--- config.mk ---
export PLATFORM = sky130hd
export DESIGN_NAME = regblock_arbiter
export DESIGN_NICKNAME = d
export VERILOG_FILES = /design/src/rtl/regblock_arbiter.sv
export SDC_FILE = /design/constraint.sdc
export NUM_CORES = 1
export LEC_CHECK = 0
export BUFFER_PORTS_ARGS = -buffer_cell sky130_fd_sc_hd__buf_4
export CAP_MARGIN = 20
export CORE_AREA = 2 2 71 124
export CTS_CLUSTER_DIAMETER = 50
export DETAILED_ROUTE_END_ITERATION = 6
export DIE_AREA = 0 0 73 126
export PLACE_DENSITY_LB_ADDON = 0.25
export SLEW_MARGIN = 20
export SYNTH_ARGS = -nofsm -noshare
export SYNTH_HDL_FRONTEND = slang
export SYNTH_SLANG_ARGS = --single-unit
--- constraint.sdc ---
create_clock -name clk -period 1.8 [get_ports clk]
set_input_delay 0.18 -clock clk [delete_from_list [all_inputs] [get_ports clk]]
set_output_delay 0.18 -clock clk [all_outputs]
set_load 0.02 [all_outputs]
--- src/rtl/regblock_arbiter.sv ---
// regblock_arbiter: round-robin arbiter/sequencer sharing one regblock port
// between NREQ requesters. One op in flight: IDLE (accept) -> ISSUE (regblock
// access) -> RESP (response handshake) -> IDLE.
// Optional feature: define REGBLOCK_ARB_STATS_EN to add per-requester 16-bit
// saturating grant counters on output stat_grants.
module regblock_arbiter #(
  parameter int unsigned NREQ = 2,
  parameter int unsigned DW   = 32,
  parameter int unsigned AW   = 1
) (
  input  logic               clk,
  input  logic               rst,
  input  logic [NREQ-1:0]    req_valid,
  output logic [NREQ-1:0]    req_ready,
  input  logic [NREQ-1:0]    req_we,
  input  logic [NREQ*AW-1:0] req_idx,
  input  logic [NREQ*DW-1:0] req_wdata,
  output logic [NREQ-1:0]    rsp_valid,
  input  logic [NREQ-1:0]    rsp_ready,
  output logic [DW-1:0]      rsp_rdata,
  output logic [AW-1:0]      rb_rd_index,
  output logic [AW-1:0]      rb_wr_index,
  output logic               rb_en,
  output logic [DW-1:0]      rb_d,
  input  logic [DW-1:0]      rb_q
`ifdef REGBLOCK_ARB_STATS_EN
  ,
  output logic [NREQ*16-1:0] stat_grants
`endif
);

  localparam int unsigned PW = (NREQ > 1) ? $clog2(NREQ) : 1;

  typedef enum logic [1:0] {
    ST_IDLE  = 2'd0,
    ST_ISSUE = 2'd1,
    ST_RESP  = 2'd2
  } state_t;

  state_t          state_q, state_d;
  logic [PW-1:0]   ptr_q, ptr_d;
  logic [PW-1:0]   owner_q;
  logic            we_q;
  logic [AW-1:0]   idx_q;
  logic [DW-1:0]   wdata_q;
  logic [DW-1:0]   rdata_q;

  logic [PW-1:0]   win;
  logic            any_valid;
  logic            accept;

  // Rotating-priority pointer advance: one past the winner, wrapping at NREQ.
  function automatic logic [PW-1:0] next_ptr(input logic [PW-1:0] w);
    if (w == PW'(NREQ - 1)) begin
      return '0;
    end
    return w + PW'(1);
  endfunction

  // Winner search: first valid requester at or after ptr, modulo NREQ.
  always_comb begin
    win       = '0;
    any_valid = 1'b0;
    for (int unsigned off = 0; off < NREQ; off++) begin
      int unsigned cand;
      cand = int'(ptr_q) + off;
      if (cand >= NREQ) begin
        cand = cand - NREQ;
      end
      if (!any_valid && req_valid[PW'(cand)]) begin
        any_valid = 1'b1;
        win       = PW'(cand);
      end
    end
  end

  // Next-state and port decode; rst gates the handshake and write strobes.
  always_comb begin
    state_d     = state_q;
    ptr_d       = ptr_q;
    accept      = 1'b0;
    req_ready   = '0;
    rsp_valid   = '0;
    rb_en       = 1'b0;
    rb_rd_index = '0;
    rb_wr_index = '0;
    rb_d        = '0;
    case (state_q)
      ST_IDLE: begin
        if (any_valid && rst) begin
          req_ready[win] = 1'b1;
          accept         = 1'b1;
          ptr_d          = next_ptr(win);
          state_d        = ST_ISSUE;
        end
      end
      ST_ISSUE: begin
        rb_rd_index = idx_q;
        rb_wr_index = idx_q;
        rb_d        = wdata_q;
        rb_en       = we_q & rst;
        state_d     = ST_RESP;
      end
      ST_RESP: begin
        rsp_valid[owner_q] = rst;
        if (rsp_ready[owner_q]) begin
          state_d = ST_IDLE;
        end
      end
      default: state_d = ST_IDLE;
    endcase
  end

  // State and arbitration pointer registers.
  always_ff @(posedge clk) begin
    if (!rst) begin
      state_q <= ST_IDLE;
      ptr_q   <= '0;
    end else begin
      state_q <= state_d;
      ptr_q   <= ptr_d;
    end
  end

  // Capture the winning op at acceptance.
  always_ff @(posedge clk) begin
    if (!rst) begin
      owner_q <= '0;
      we_q    <= 1'b0;
      idx_q   <= '0;
      wdata_q <= '0;
    end else if (accept) begin
      owner_q <= win;
      we_q    <= req_we[win];
      idx_q   <= req_idx[int'(win)*int'(AW) +: AW];
      wdata_q <= req_wdata[int'(win)*int'(DW) +: DW];
    end
  end

  // Read data is sampled during ISSUE and held through RESP; writes return 0.
  always_ff @(posedge clk) begin
    if (!rst) begin
      rdata_q <= '0;
    end else if (state_q == ST_ISSUE) begin
      rdata_q <= we_q ? '0 : rb_q;
    end
  end

  assign rsp_rdata = rdata_q;

`ifdef REGBLOCK_ARB_STATS_EN
  logic [15:0] grant_cnt_q [NREQ];

  // Per-requester grant counters, saturating at all-ones.
  always_ff @(posedge clk) begin
    if (!rst) begin
      for (int unsigned i = 0; i < NREQ; i++) begin
        grant_cnt_q[i] <= '0;
      end
    end else begin
      for (int unsigned i = 0; i < NREQ; i++) begin
        if (req_valid[i] && req_ready[i] && (grant_cnt_q[i] != 16'hFFFF)) begin
          grant_cnt_q[i] <= grant_cnt_q[i] + 16'd1;
        end
      end
    end
  end

  // Flatten the counters onto the stats port.
  always_comb begin
    stat_grants = '0;
    for (int unsigned i = 0; i < NREQ; i++) begin
      stat_grants[i*16 +: 16] = grant_cnt_q[i];
    end
  end
`endif

endmodule

# After elaboration in Yosys (flattened, before gate mapping)
# Index checks and enable logic that the tools add are counted.
totals:
  reg_bits: 70
  output_inout_bits: 71
classes:
  n_addsub: 4
  order_cmp: 8
  n_eq_ne: 4
  shifts: 2
  n_mux: 35
  bitwise_logic: 2
  reduce_logical: 8
op_table:
  columns: ["op", "count"]
  rows:
  - ["2-to-1 mux 32 bit", 2]
  - ["indexed part select 64 x 7 -> 32 bit", 1]
  - ["2-to-1 mux 1 bit", 25]
  - ["2-to-1 mux 2 bit", 5]
  - ["less-than comparator 1 x 2 -> 1 bit (second input constant)", 4]
  - ["case mux 2 bit (3 select lines)", 1]
  - ["logical AND 1 bit", 4]
  - ["!= test 2 bit (second input constant)", 2]
  - ["AND reduction 2 bit", 2]
  - ["adder 1 x 1 -> 2 bit (second input constant)", 1]
  - ["bitwise AND 2 bit", 1]
  - ["demux 1 bit (select 1 bit)", 2]
  - ["equality test 2 x 1 -> 1 bit (second input constant)", 1]
  - ["equality test 2 bit (second input constant)", 1]
  - ["greater-or-equal comparator 1 bit (second input constant)", 2]
  - ["greater-or-equal comparator 1 x 2 -> 1 bit (second input constant)", 1]
  - ["greater-or-equal comparator 2 bit (second input constant)", 1]
  - ["logical NOT 2 bit", 1]
  - ["indexed part select 2 x 2 -> 1 bit", 1]
  - ["subtractor 1 bit (second input constant)", 2]
  - ["adder 1 bit (second input constant)", 1]
  - ["bitwise AND 1 bit", 1]
  - ["logical NOT 1 bit", 1]

# Longest topological paths before layout
logic_depth:
  depth_word: 14
  mapped_depth: 6
  depth_no_buf: 3

# Worst setup path before layout
# OpenSTA, ideal clock, no wires.
synth_path:
  path_kind: "register to output"
  start: "register state_q[0]"
  end: "output port rb_wr_index"
  arrival_time_ps: 1319
  required_ps: 1620
  setup_slack_ps: 301
  path_stages_with_launch: 5
  n_path_buf: 2
  path_cell_list: "dfxtp_1 > nor2b_1 > clkbuf_1 > and2_1 > buf_4"
synth_between:
  elab_chain_len: 2
synth_rtl:
  columns: ["element", "line", "source"]
  rows:
  - ["start, declared", "40", "state_t state_q, state_d;"]
  - ["start signal, assigned", "120", "state_q <= state_d;"]
  - ["equality test 2 x 1 -> 1 bit", null, null]
  - ["2-to-1 mux 1 bit", null, null]
  - ["end, declared", "22", "output logic [AW-1:0] rb_wr_index,"]
# Every way passes these cells.

# Worst setup path after layout
layout_path:
  start: "register state_q[0]"
  end: "output port rb_d[24]"
layout_between:
  elab_chain_len: 2
layout_rtl:
  columns: ["element", "line", "source"]
  rows:
  - ["equality test 2 x 1 -> 1 bit", "88", "case (state_q)"]
  - ["2-to-1 mux 32 bit", "88", null]
  - ["end, declared", "24", "output logic [DW-1:0] rb_d,"]
# Every way passes these cells.

==> flow_metrics.tcl <==
set metrics [dict create \
    hold_class "input pin to flip-flop" \
    maxSlewHeadroom_pct 74.87 \
    synth_seq_cells 70 \
    numPortBuffers 176 \
    cp-start-kind "flip-flop" \
    routed_wl_mm 9.151 \
    leakage_nw 2.177 \
    power_density_nw_per_um2 880.0 \
    grt_usage_pct 19.91 \
    num_rows 44 \
    antenna_found_initial 0 \
    synth_mux_area_share_pct 0.3114 \
    die_x_um 73 \
    r2r_slack_ns 0.33 \
    grt_max_degree 36 \
    vias 3173 \
    ir_worst_vdd_uv 454.4 \
    cts_tree "yes" \
    syn_area_um2 3214 \
    fin_skew_ns 0.003730 \
    path_depth 4 \
    vias_per_cell 5.110 \
    first_pass_iters 4 \
    min_path_cells 2 \
    crit_slowest_cell "dfxtp_2" \
    initial_utilization_pct 39.19 \
    worstRegToRegCells 4 \
    cts.reportedPaths.clkPinSlew_ns 0.05 \
    synth-edff-count 0 \
    maxCapViolations 0 \
    rr_endpoint "wdata_q[18]" \
    diodes 0 \
    worst_slack_ns 0.1092 \
    setup_viol 0 \
    routedWlPerCell_um 14.74 \
    drtIter0Drc 90 \
    ant_nets 0 \
    syn_area_per_cell_um2 8.855 \
    hpwl_mm 6.725 \
    dp_slack_ns 0.2844 \
    synth_nets 469 \
    ys.flop_type "dfxtp_1" \
    critical-path-max-stage-delay_ns 0.39 \
    crit_family "simple AND/OR/NAND/NOR gates" \
    synth_cell_types 25 \
    ys_seq_area_share_pct 43.60 \
    holdPathEnd "wdata_q[14]" \
    cp_common_cell "buf_4" \
    crit_fanout 18 \
    grt_pass1_vias 3019 \
    layout-drive-gt1-share_pct 39.70 \
    core_area_um2 8203 \
    post-route-util_pct 58.98 \
    r2r_start "state_q[1]" \
    dieArea_um2 9198 \
    fin_crit_sh_pct 93.93 \
    timing.setup.tns_ns 0 \
    worst_hold_slack_ns 0.07819 \
    cts.hold.buffers_added 0 \
    synth_top_cell_area_share_pct 43.60 \
    pin_count 177 \
    final_nets 632 \
    worst_slew_pin_slew_ns 0.3770 \
    drc 0 \
    ys.warnings.count 0 \
    synth_top_family_by_area "simple AND/OR/NAND/NOR gates" \
    ys_async_sr_fraction_pct 0 \
    min_from "req_wdata[14]" \
    critPathArrivalTime_ns 1.51 \
    status "finished clean" \
    yosys.area_share.simple_pct 30.17 \
    cts_buffers 9 \
    nFillCells 767 \
    slew_viol_final 0 \
    max_clock_freq_mhz 591.4 \
    period_minus_slack_ns 1.691 \
    synth_area_leader_cell "dfxtp_1" \
    post_cts_buffers 0 \
    insertion_delay_ns 0.32 \
    synthTopCellsByArea "dfxtp_1, a221o_1, nand2_1" \
    grt_pass1_wl_mm 14.43 \
    path_class "flip-flop to primary output" \
    dieHeight_um 126 \
    crit_buf_inv 2 \
    cts_buffer_depth 2 \
    gp_congestion 0.7486 \
    worstSetupEndpointType "primary output" \
    p_total_mw 4.258 \
    rsz0062_at_grt "false" \
    grt_overflow_total 0 \
    root_buffer "clkbuf_16" \
    cp.required_ns 1.62 \
    h-tree-depth 3 \
    synthToLayoutAreaGrowth_pct 50.53 \
    crit_path_cell_trace "nor2b_4 > buf_4 > and2_1 > buf_4" \
    clock-sinks 70 \
    synth-adder-area-share_pct 0 \
    hold_viol 0 \
    synth_compound_area_share_pct 19.35 \
    synth_cells 363 \
    synth-xor-area-share_pct 0 \
]
-- per-stage QoR --
stage / cell area (um2) / std cells
2_1_floorplan: 3214 / 363
3_3_place_gp: 4554 / 607
3_5_place_dp: 4554 / 607
4_1_cts: 4833 / 621
5_1_grt: 4838 / 621
6_report: 4838 / 621
-- worst register-to-register path: cells and delay by family (launching register included) --
family	cells	cell delay, ns
buffers and inverters	1	0.27
flip-flops	1	0.35
AO/OA/AOI/OAI	1	0.13
AND/OR/NAND/NOR	2	0.65
-- worst max path at each step --
stage	startpoint	end	slack, ns
finish	state_q[0]	rb_d[24]	0.11
global route	state_q[0]	rb_d[21]	0.02
CTS	state_q[0]	rb_d[24]	0.02
detailed placement	state_q[1]	wdata_q[11]	0.28
global placement	state_q[1]	wdata_q[15]	0.34
floorplan	state_q[0]	rb_wr_index	0.30
-- registers in the layout (all words and copies together) (netlist names) --
signal and cells:
idx_q 1, rsp_rdata 32, we_q 1, state_q 2, wdata_q 32, ptr_q 1
owner_q 1
-- where the power goes --
| group | total (mW) | internal, mW | switching (mW) | leakage (nW) |
|---|---|---|---|---|
| logic | 0.886 | 0.448 | 0.437 | 1.46 |
| registers | 1.77 | 1.69 | 0.0766 | 0.575 |
| clock network | 1.60 | 1.03 | 0.577 | 0.138 |
| total | 4.26 | 3.17 | 1.09 | 2.18 |
-- area by class of cell --
| class | count | area [um2] | area share, % |
|---|---|---|---|
| multi-input combinational | 255 | 1614 | 33.36 |
| timing repair buffer | 190 | 1430 | 29.56 |
| sequential | 70 | 1404 | 29.01 |
| clock buffer | 13 | 270.3 | 5.586 |
| tap | 92 | 115.1 | 2.379 |
| clock inverter | 1 | 5.005 | 0.1034 |
-- kinds of logic (layout without fill, tap and decap cells) --
logic type,count (synthesis),in the layout
buffers and inverters,38,204
AND/OR/NAND/NOR,182,182
flip-flops,70,70
multiplexers,1,1
AO/OA/AOI/OAI,72,72
-- repair_timing --
action                                  CTS  global route
pin swaps                                 0             1
endpoints found under the setup margin    5            30
gates resized for setup                   1             3
-- layout by cell type, fill, tap and decap left out --
cell and instances:
o21a_1 1, and3_1 2, nor2b_1 2, nand2b_1 1
a221o_1 34, nand3b_1 32, nor3_1 33, buf_6 1
buf_4 189, o31ai_1 1, and4_1 1, dfxtp_1 68
clkinv_2 1, mux2i_1 1, and2_1 33, a21boi_0 33
nor2b_4 1, nand2_1 68, nor2b_2 1, nor2_1 4
a21oi_1 2, or3b_1 1, nor2_2 1, nor3_2 1
o31a_1 1, clkbuf_16 9, dfxtp_2 2, nor3b_2 1
clkbuf_8 3, clkbuf_1 1
-- cell usage after synthesis (all sizes together) (2+ instances only) --
cell and count:
dfxtp 70, nand2 68, a221o 34, nor3 34, a21boi 33, and2 33
nand3b 32, buf 20, clkbuf 18, nor2 5, nor2b 4, a21oi 2
and3 2
-- metal layers --
layer  wire length [um]  global-route usage [%]  up-vias
li1                   -                       -     1603
met1               3403                   21.64     1445
met2               4994                   35.40      111
met3                564                   4.720       14
met4                188                   8.715        0
met5                  0                       0        -
No activity file was read; power rests on OpenSTA's default activity.
